## config.mk

```make
export PLATFORM = sky130hd
export DESIGN_NAME = yarp_decode_pipe
export DESIGN_NICKNAME = d
export VERILOG_FILES = /design/src/rtl/yarp_decode_pipe.sv
export SDC_FILE = /design/constraint.sdc
export NUM_CORES = 1
export LEC_CHECK = 0
export BUFFER_PORTS_ARGS = -buffer_cell sky130_fd_sc_hd__clkbuf_2
export CAP_MARGIN = 20
export CORE_ASPECT_RATIO = 0.75
export CORE_UTILIZATION = 45
export DETAILED_ROUTE_END_ITERATION = 8
export PLACE_DENSITY = 0.68
export SETUP_SLACK_MARGIN = 0.4
export SLEW_MARGIN = 0
export SYNTH_ARGS = -nofsm -noshare
export SYNTH_HDL_FRONTEND = slang
export SYNTH_SLANG_ARGS = --single-unit
```

## constraint.sdc

```tcl
create_clock -name clk -period 3.8 [get_ports clk]
set_input_delay 1.14 -clock clk [delete_from_list [all_inputs] [get_ports clk]]
set_output_delay 1.14 -clock clk [all_outputs]
set_load 0.01 [all_outputs]
```

## src/rtl/yarp_decode_pipe.sv

```systemverilog
// Decode stage between fetch and execute: decodes each accepted instruction
// and queues the full decoded record in a DEPTH-entry FIFO with flush.
module yarp_decode_pipe #(
    parameter int DEPTH     = 2,
    parameter int PC_W      = 32,
    parameter int CUSTOM_EN = 1
) (
    input  logic                           clk,
    input  logic                           reset_n,
    input  logic                           in_valid_i,
    output logic                           in_ready_o,
    input  logic [31:0]                    in_instr_i,
    input  logic [PC_W-1:0]                in_pc_i,
    input  logic                           flush_i,
    output logic                           out_valid_o,
    input  logic                           out_ready_i,
    output logic [PC_W-1:0]                out_pc_o,
    output logic [4:0]                     out_rs1_o,
    output logic [4:0]                     out_rs2_o,
    output logic [4:0]                     out_rd_o,
    output logic [6:0]                     out_op_o,
    output logic [2:0]                     out_funct3_o,
    output logic [6:0]                     out_funct7_o,
    output logic [6:0]                     out_type_o,
    output logic                           out_illegal_o,
    output logic [31:0]                    out_imm_o,
    output logic [$clog2(DEPTH+1)-1:0]     count_o
);

    localparam int CNT_W = $clog2(DEPTH + 1);
    localparam int PTR_W = (DEPTH > 1) ? $clog2(DEPTH) : 1;
    // record layout: {pc, raw instr, type, illegal, imm}
    localparam int REC_W = PC_W + 72;

    localparam logic [6:0] OP_R      = 7'b0110011;
    localparam logic [6:0] OP_I_ALU  = 7'b0010011;
    localparam logic [6:0] OP_LOAD   = 7'b0000011;
    localparam logic [6:0] OP_JALR   = 7'b1100111;
    localparam logic [6:0] OP_S      = 7'b0100011;
    localparam logic [6:0] OP_B      = 7'b1100011;
    localparam logic [6:0] OP_LUI    = 7'b0110111;
    localparam logic [6:0] OP_AUIPC  = 7'b0010111;
    localparam logic [6:0] OP_J      = 7'b1101111;
    localparam logic [6:0] OP_CUSTOM = 7'b0001011;

    logic [REC_W-1:0] r_mem [DEPTH];
    logic [PTR_W-1:0] r_wr_ptr;
    logic [PTR_W-1:0] r_rd_ptr;
    logic [CNT_W-1:0] r_count;

    logic [6:0]       w_type;
    logic             w_illegal;
    logic [31:0]      w_imm;
    logic [REC_W-1:0] w_rec;
    logic [REC_W-1:0] w_out;
    logic [31:0]      w_out_instr;
    logic             w_push;
    logic             w_pop;

    function automatic logic [PTR_W-1:0] ptr_inc(input logic [PTR_W-1:0] p);
        if (p == PTR_W'(DEPTH - 1)) begin
            return '0;
        end else begin
            return p + PTR_W'(1);
        end
    endfunction

    // Combinational decode of the incoming instruction
    always_comb begin
        w_type    = 7'b0000000;
        w_illegal = 1'b0;
        w_imm     = 32'h0000_0000;
        case (in_instr_i[6:0])
            OP_R: w_type = 7'b0000001;
            OP_I_ALU, OP_LOAD, OP_JALR: begin
                w_type = 7'b0000010;
                w_imm  = {{20{in_instr_i[31]}}, in_instr_i[31:20]};
            end
            OP_S: begin
                w_type = 7'b0000100;
                w_imm  = {{21{in_instr_i[31]}}, in_instr_i[30:25], in_instr_i[11:7]};
            end
            OP_B: begin
                w_type = 7'b0001000;
                w_imm  = {{20{in_instr_i[31]}}, in_instr_i[7], in_instr_i[30:25],
                          in_instr_i[11:8], 1'b0};
            end
            OP_LUI, OP_AUIPC: begin
                w_type = 7'b0010000;
                w_imm  = {in_instr_i[31:12], 12'h000};
            end
            OP_J: begin
                w_type = 7'b0100000;
                w_imm  = {{12{in_instr_i[31]}}, in_instr_i[19:12], in_instr_i[20],
                          in_instr_i[30:21], 1'b0};
            end
            OP_CUSTOM: begin
                if (CUSTOM_EN != 0) begin
                    w_type = 7'b1000000;
                end else begin
                    w_illegal = 1'b1;
                end
            end
            default: w_illegal = 1'b1;
        endcase
    end

    assign w_rec      = {in_pc_i, in_instr_i, w_type, w_illegal, w_imm};
    // ready looks only at the registered count, so a pop never frees a slot the same cycle
    assign in_ready_o = (r_count < CNT_W'(DEPTH));
    assign w_push     = in_valid_i & in_ready_o & ~flush_i;
    assign w_pop      = out_valid_o & out_ready_i & ~flush_i;

    // Pointer and occupancy tracking
    always_ff @(posedge clk or negedge reset_n) begin
        if (!reset_n) begin
            r_wr_ptr <= '0;
            r_rd_ptr <= '0;
            r_count  <= '0;
        end else if (flush_i) begin
            r_wr_ptr <= '0;
            r_rd_ptr <= '0;
            r_count  <= '0;
        end else begin
            if (w_push) begin
                r_wr_ptr <= ptr_inc(r_wr_ptr);
            end
            if (w_pop) begin
                r_rd_ptr <= ptr_inc(r_rd_ptr);
            end
            case ({w_push, w_pop})
                2'b10:   r_count <= r_count + CNT_W'(1);
                2'b01:   r_count <= r_count - CNT_W'(1);
                default: r_count <= r_count;
            endcase
        end
    end

    // Decoded-record storage
    always_ff @(posedge clk or negedge reset_n) begin
        if (!reset_n) begin
            for (int i = 0; i < DEPTH; i++) begin
                r_mem[i] <= '0;
            end
        end else if (w_push) begin
            r_mem[r_wr_ptr] <= w_rec;
        end
    end

    assign count_o     = r_count;
    assign out_valid_o = (r_count != '0);
    assign w_out       = out_valid_o ? r_mem[r_rd_ptr] : '0;
    assign w_out_instr = w_out[71:40];

    assign out_pc_o      = w_out[REC_W-1:72];
    assign out_funct7_o  = w_out_instr[31:25];
    assign out_rs2_o     = w_out_instr[24:20];
    assign out_rs1_o     = w_out_instr[19:15];
    assign out_funct3_o  = w_out_instr[14:12];
    assign out_rd_o      = w_out_instr[11:7];
    assign out_op_o      = w_out_instr[6:0];
    assign out_type_o    = w_out[39:33];
    assign out_illegal_o = w_out[32];
    assign out_imm_o     = w_out[31:0];

endmodule

```

==> results of run 1 <==
-- worst paths after layout --
kind,depth (start not counted),endpoint,start
min,2,r_mem[142],r_mem[142]
max,4,out_imm_o[1],r_rd_ptr
max in group asynchronous,2,r_mem[6],reset_n
min reg2reg,2,r_mem[142],r_mem[142]
min in group asynchronous,1,r_mem[149],reset_n
max reg2reg,4,r_mem[128],count_o[1]
-- worst reg2reg max path, delay by kind of cell, from the launching register on --
kind | cells | cell delay (ns)
AOI/OAI and AO/OA | 2 | 0.94
and+or+nand+nor | 2 | 0.90
DFF | 1 | 0.46
-- per-layer routing --
layer  share of wire (%)  global-route usage (%)
met4                 1.3                    3.85
met2                  45                    35.5
met1                  49                    34.6
met5                   0                       0
met3                 4.3                    3.03
-- power by group --
part / switching [mW] / internal (mW) / total, mW
Sequential: 0.287 / 2.77 / 3.06
Clock: 0.882 / 1.30 / 2.19
Combinational: 0.755 / 0.527 / 1.28
-- cell type report --
cell class	instances	area (µm²)
Inverter	5	18.8
Fill cell	2022	9550
Clock buffer	35	681
Tap cell	288	360
Clock inverter	7	66.3
Sequential cell	212	5310
Multi-Input combinational cell	832	4190
Timing Repair Buffer	193	1120
-- synth_stat cells (2+ instances only) --
master / instances / area share, %
nor3_2: 2 / 0.20
nand2b_1: 3 / 0.19
clkbuf_1: 27 / 1.0
buf_2: 37 / 1.9
a31oi_1: 12 / 0.76
nor2_1: 166 / 6.3
nor3_1: 3 / 0.15
dfrtp_1: 212 / 54
o21ai_0: 27 / 1.4
xor2_1: 2 / 0.18
mux2i_1: 104 / 11
nand2_1: 426 / 16
and2_1: 3 / 0.19
a211oi_4: 2 / 0.41
nor2b_1: 3 / 0.19
a21oi_1: 45 / 2.3
a22o_1: 12 / 1.1
buf_1: 6 / 0.23
buf_6: 5 / 0.57
inv_1: 5 / 0.19
-- cells by family (layout without fill, tap and decap cells) --
kind of cell / count (synthesis) / after routing / synth area share, %
compound gates: 105 / 105 / 6.72
xor+xnor: 2 / 2 / 0.178
buf+inv: 81 / 240 / 3.97
flops: 212 / 212 / 53.8
mux: 104 / 104 / 10.6
simple gates: 621 / 621 / 24.8
-- layout by cell type, fill, tap and decap left out, types with 2 or more instances in the layout --
cell type,n
a21oi_1,45
nor2_1,165
buf_12,8
xor2_1,2
clkbuf_2,175
nor3_1,3
inv_1,5
buf_4,9
clkinv_2,4
mux2i_1,104
a31oi_1,12
a22o_1,12
clkbuf_16,23
and2_1,3
dfrtp_1,211
nor2b_1,3
o21ai_0,27
clkbuf_8,6
a211oi_4,2
nand2_1,426
clkbuf_1,6
nand2b_1,3
-- sequential cells by signal (all words and copies together), names as in the netlist --
signal and count:
r_mem 208, count_o 2, r_rd_ptr 1, r_wr_ptr 1
-- per-stage QoR --
step,worst slack (ns),cells
after global placement,0.812,1530
after detailed placement,0.757,1530
final,0.499,1572
after global routing,0.406,1572
after floorplan,1.28,1125
after CTS,0.462,1572
==> results.py, run 1 <==
metrics = {
    "outcome": {
        "run_status": "finished, final reports clean",
    },
    "grt": {
        "grt_remaining_overflow": 0,
        "vias_in_the_first_global_route": 7634,
        "grt_first_pass_wirelength_mm": 41.3,
        "grt_usage_pct": 22.8,
        "antenna_found_initial": 0,
        "grt_start_max_net_pins": 82,
    },
    "synth": {
        "synthesis.area_mm2": 0.00986,
        "syn_avg_cell_area_um2": 8.77,
        "ys.flop_type": "dfrtp_1",
        "synth_enable_flop_cells": 0,
        "ys_ff_latch": 212,
        "yosys.cell_types.count": 43,
        "ys_seq_area_share_pct": 53.8,
        "synth_warnings": 0,
        "async_reset_ff_share_pct": 100,
        "synth_cells": 1125,
        "synth_fp_nets": 1194,
    },
    "place": {
        "place.detailed.hpwl_mm": 16.4,
        "gp_congestion": 0.818,
        "port_buffers": 176,
        "dpl_cell_area_mm2": 0.0110,
    },
    "routing": {
        "drt_first_iter_violations": 691,
        "vias_per_cell": 5.12,
        "wirelength_mm": 25.4,
        "routed-via-count": 8051,
        "detail_route.first_pass.iterations": 5,
        "postRouteAntennaNets": 0,
        "wl_per_cell_um": 16.2,
        "dr_drc_count": 0,
    },
    "sta": {
        "timing_max_transition_violations_final": 0,
        "worst_slew_margin_rel_pct": 42.2,
        "worst_skew_ns": 0.00903,
        "rsz_0062_raised_after_global_routing": "false",
        "fin_crit_sh_pct": 86.9,
        "totalNegativeSetupSlack_ns": 0,
        "finalWorstPathRequiredPeriod_ns": 3.30,
        "final-hold-violation-count": 0,
        "fmax_ghz": 0.303,
        "final_hold_slack_ns": 0.469,
        "worst_slew_pin_slew_ns": 0.867,
        "finalSetupViolCount": 0,
    },
    "clock_tree": {
        "tritoncts": "yes",
        "cts_resized": 0,
        "h_tree_depth": 1,
        "holdBufCountCts": 0,
        "post_cts.repair.setup_buffers": 0,
        "clk_pin_slew_worst_setup_hold_paths_ns": 0.06,
        "clock-root-buffer": "clkbuf_16",
        "ctsLongestPathBuffers": 3,
        "clk-insertion-delay-late_ns": 0.50,
        "tritoncts_num_sinks": 212,
        "cts_inserted_buffers": 23,
    },
    "power": {
        "total_leakage_power_nw": 5.84,
        "ir_drop_v": 0.000320,
        "finalPower_mw": 6.53,
        "powerDensity_mw_per_mm2": 556,
    },
    "layout": {
        "final_layout_size_suffix_gt1_share_pct": 19.1,
        "flow.area_growth_from_synthesis_pct": 19.1,
        "num_antenna_cells": 0,
        "finish.instance_area_mm2": 0.0117,
        "utilization_pct": 55.2,
        "post_layout_nets": 1336,
    },
    "critical_path": {
        "r2r_slack_ns": 1.33,
        "crit_chain": "buf_4 -> mux2i_1 -> nor2_1 -> clkbuf_2",
        "path_buf_inv": 2,
        "critical_path_endpoint_category": "output port",
        "worst_path_max_stage_delay_ns": 0.74,
        "crit_path_start_kind": "flop",
        "crit_path_top_delay_cell": "dfrtp_4",
        "cp_max_fo": 24,
        "crit_type": "flop to output port",
        "timing.critical_path.arrival_ns": 2.16,
        "critical_path.top_delay_family": "flip-flops",
        "critical_path_required_ns": 2.66,
    },
    "die": {
        "die_x_um": 173,
        "floorplan.core_area_mm2": 0.0213,
        "die-area_mm2": 0.0225,
        "initial_core_util_pct": 46.3,
        "fp-row-count": 46,
        "chipHeight_um": 130,
        "ios": 177,
    },
    "worst_hold_path": {
        "class_of_the_tightest_hold_or_removal_check": "flop to flop",
    },
    "flow_run": {
        "maxCapViolations": 0,
    },
}
Power figures use the tool's default switching activity.
==> inputs of run 2 (changes only) <==
- RECOVER_POWER: default -> 50
==> run 2 against run 1 <==
  * The flow now finishes with violations (max-capacitance violations, max-slew violations)
  * Wire length grew 0.21%
  * Design area fell by 0.38%
  * Sequential cell count is the same
  * Clock power about the same
  * Worst setup slack worse by 0.00095 ns
  * Sequential power barely moved
  * Critical path depth unchanged
  * Clock skew is 0.00065 ns lower
  * Non-clock buffer count stayed put
  * First-iteration DRC count is 12% lower
  * Largest cell class unchanged
==> results.py, run 2 (same netlist as run 1, synthesis figures left out) <==
metrics = {
    "sta": {
        "worst_slew_margin_rel_pct": -40.7,
        "rsz_0062_raised_after_global_routing": "false",
        "timing_max_transition_violations_final": 89,
        "finalWorstPathRequiredPeriod_ns": 3.30,
        "fmax_ghz": 0.303,
        "worst_slew_pin_slew_ns": 2.11,
        "fin_crit_sh_pct": 86.9,
        "totalNegativeSetupSlack_ns": 0,
        "final_hold_slack_ns": 0.470,
        "timing.final.ws_setup_ns": 0.498,
        "finalSetupViolCount": 0,
        "final-hold-violation-count": 0,
        "worst_skew_ns": 0.00838,
    },
    "layout": {
        "max_flop_register": "r_mem",
        "stdcell_count": 1572,
        "post_layout_nets": 1336,
        "final_layout_size_suffix_gt1_share_pct": 18.8,
        "num_antenna_cells": 0,
        "flow.area_growth_from_synthesis_pct": 18.6,
        "flip_flop_count_of_the_largest_register_all_copies_and_words_added": 208,
        "most_frequent_cells_in_the_layout": "nand2_1, dfrtp_1, clkbuf_2",
        "commonest_non_fill_non_tap_cell_in_the_layout": "nand2_1",
    },
    "power": {
        "power_report.internal_total_mw": 4.60,
        "powerDensity_mw_per_mm2": 557,
        "clock_power_share_pct": 33.5,
        "power.switching_mw": 1.92,
        "total_leakage_power_nw": 5.82,
        "comb_pwr_share_pct": 19.6,
        "pwr-share-seq_pct": 46.9,
        "ir_drop_v": 0.000321,
        "p_sw_share_pct": 29.5,
    },
    "critical_path": {
        "reg2reg_depth": 5,
        "crit_type": "flop to output port",
        "crit_path_start_kind": "flop",
        "critical_path_required_ns": 2.66,
        "r2r-start": "count_o[1]",
        "regToRegEndpoint": "r_mem[184]",
        "critical_path_endpoint_category": "output port",
        "timing.critical_path.arrival_ns": 2.16,
        "r2r_slack_ns": 0.81,
        "cp_max_fo": 24,
    },
    "grt": {
        "vias_in_the_first_global_route": 7634,
        "grt_usage_pct": 22.8,
        "grt_remaining_overflow": 0,
        "grt_start_max_net_pins": 82,
        "grt_first_pass_wirelength_mm": 41.3,
        "antenna_found_initial": 0,
    },
    "place": {
        "place.detailed.hpwl_mm": 16.4,
        "placed_cells": 1530,
        "detailedPlace.worstSlack_ns": 0.757,
        "port_buffers": 176,
        "gp_congestion": 0.818,
    },
    "routing": {
        "dr_drc_count": 0,
        "detail_route.first_pass.iterations": 5,
        "postRouteAntennaNets": 0,
        "routed-via-count": 8099,
        "wirelength_mm": 25.5,
        "drt_first_iter_violations": 605,
        "vias_per_cell": 5.15,
        "wl_per_cell_um": 16.2,
    },
    "die": {
        "chipHeight_um": 130,
        "fp-row-count": 46,
        "ios": 177,
        "initial_core_util_pct": 46.3,
        "floorplan.core_area_mm2": 0.0213,
        "die-area_mm2": 0.0225,
        "die_x_um": 173,
    },
    "clock_tree": {
        "cts_resized": 0,
        "h_tree_depth": 1,
        "holdBufCountCts": 0,
        "clk-insertion-delay-late_ns": 0.50,
        "clk_pin_slew_worst_setup_hold_paths_ns": 0.06,
        "cts_inserted_buffers": 23,
        "tritoncts": "yes",
        "ctsLongestPathBuffers": 3,
        "clock-root-buffer": "clkbuf_16",
        "tritoncts_num_sinks": 212,
        "post_cts.repair.setup_buffers": 0,
    },
    "worst_hold_path": {
        "holdPathEnd": "r_mem[142]",
        "class_of_the_tightest_hold_or_removal_check": "flop to flop",
        "min_from": "r_mem[142]",
        "timing.hold.worst_path_depth": 2,
    },
    "outcome": {
        "run_status": "finished, violations left",
        "violations": "max-capacitance violations, max-slew violations",
    },
    "flow_run": {
        "maxCapViolations": 2,
    },
}
run 2: how the worst max path moves through the flow:
stage                     from         endpoint  slack, ns  cells after the start
finish                r_rd_ptr     out_imm_o[1]       0.50                      4
detailed placement  in_valid_i       r_mem[128]       0.76                      5
floorplan           count_o[1]  out_funct3_o[0]       1.28                      4
CTS                   r_rd_ptr     out_imm_o[1]       0.46                      4
global placement    in_valid_i       r_mem[134]       0.81                      5
global route        in_valid_i       r_mem[182]       0.33                      6
run 2: power groups by stage:
stage / combinational [mW] / sequential [mW] / clock [mW]
detailed placement: 1.29 / 3.09 / 0
floorplan: 0.885 / 3.00 / 0
global route: 1.46 / 3.11 / 2.33
CTS: 1.30 / 3.06 / 2.25
global placement: 1.26 / 3.08 / 0
finish: 1.28 / 3.06 / 2.19
run 2: final cells by class:
| cell class | instances | area [µm²] |
|---|---|---|
| inverter | 5 | 18.8 |
| multi-input combinational | 832 | 4170 |
| timing repair buffer | 193 | 1090 |
| fill | 2028 | 9590 |
| sequential | 212 | 5310 |
| clock inverter | 7 | 66.3 |
| tap | 288 | 360 |
| clock buffer | 35 | 681 |
run 2: layer usage:
layer / wire, µm / up-vias / track usage (%)
li1: - / 3892 / -
met1: 12300 / 3957 / 34.6
met2: 11600 / 229 / 35.5
met3: 1230 / 21 / 3.03
met4: 334 / 0 / 3.85
met5: 0 / - / 0
run 2: critical path, cell delays in order, from the launching register on:
cell	delay, ns
dfrtp_4	0.74
buf_4	0.41
mux2i_1	0.29
nor2_1	0.06
clkbuf_2	0.14
run 2: through the flow:
step	area, µm²	util, %	power, mW
5_1_grt	11700	54.9	6.90
6_report	11700	54.9	6.52
3_5_place_dp	11000	51.7	4.39
2_1_floorplan	9860	-	3.89
4_1_cts	11700	55.2	6.61
3_3_place_gp	11000	51.7	4.33
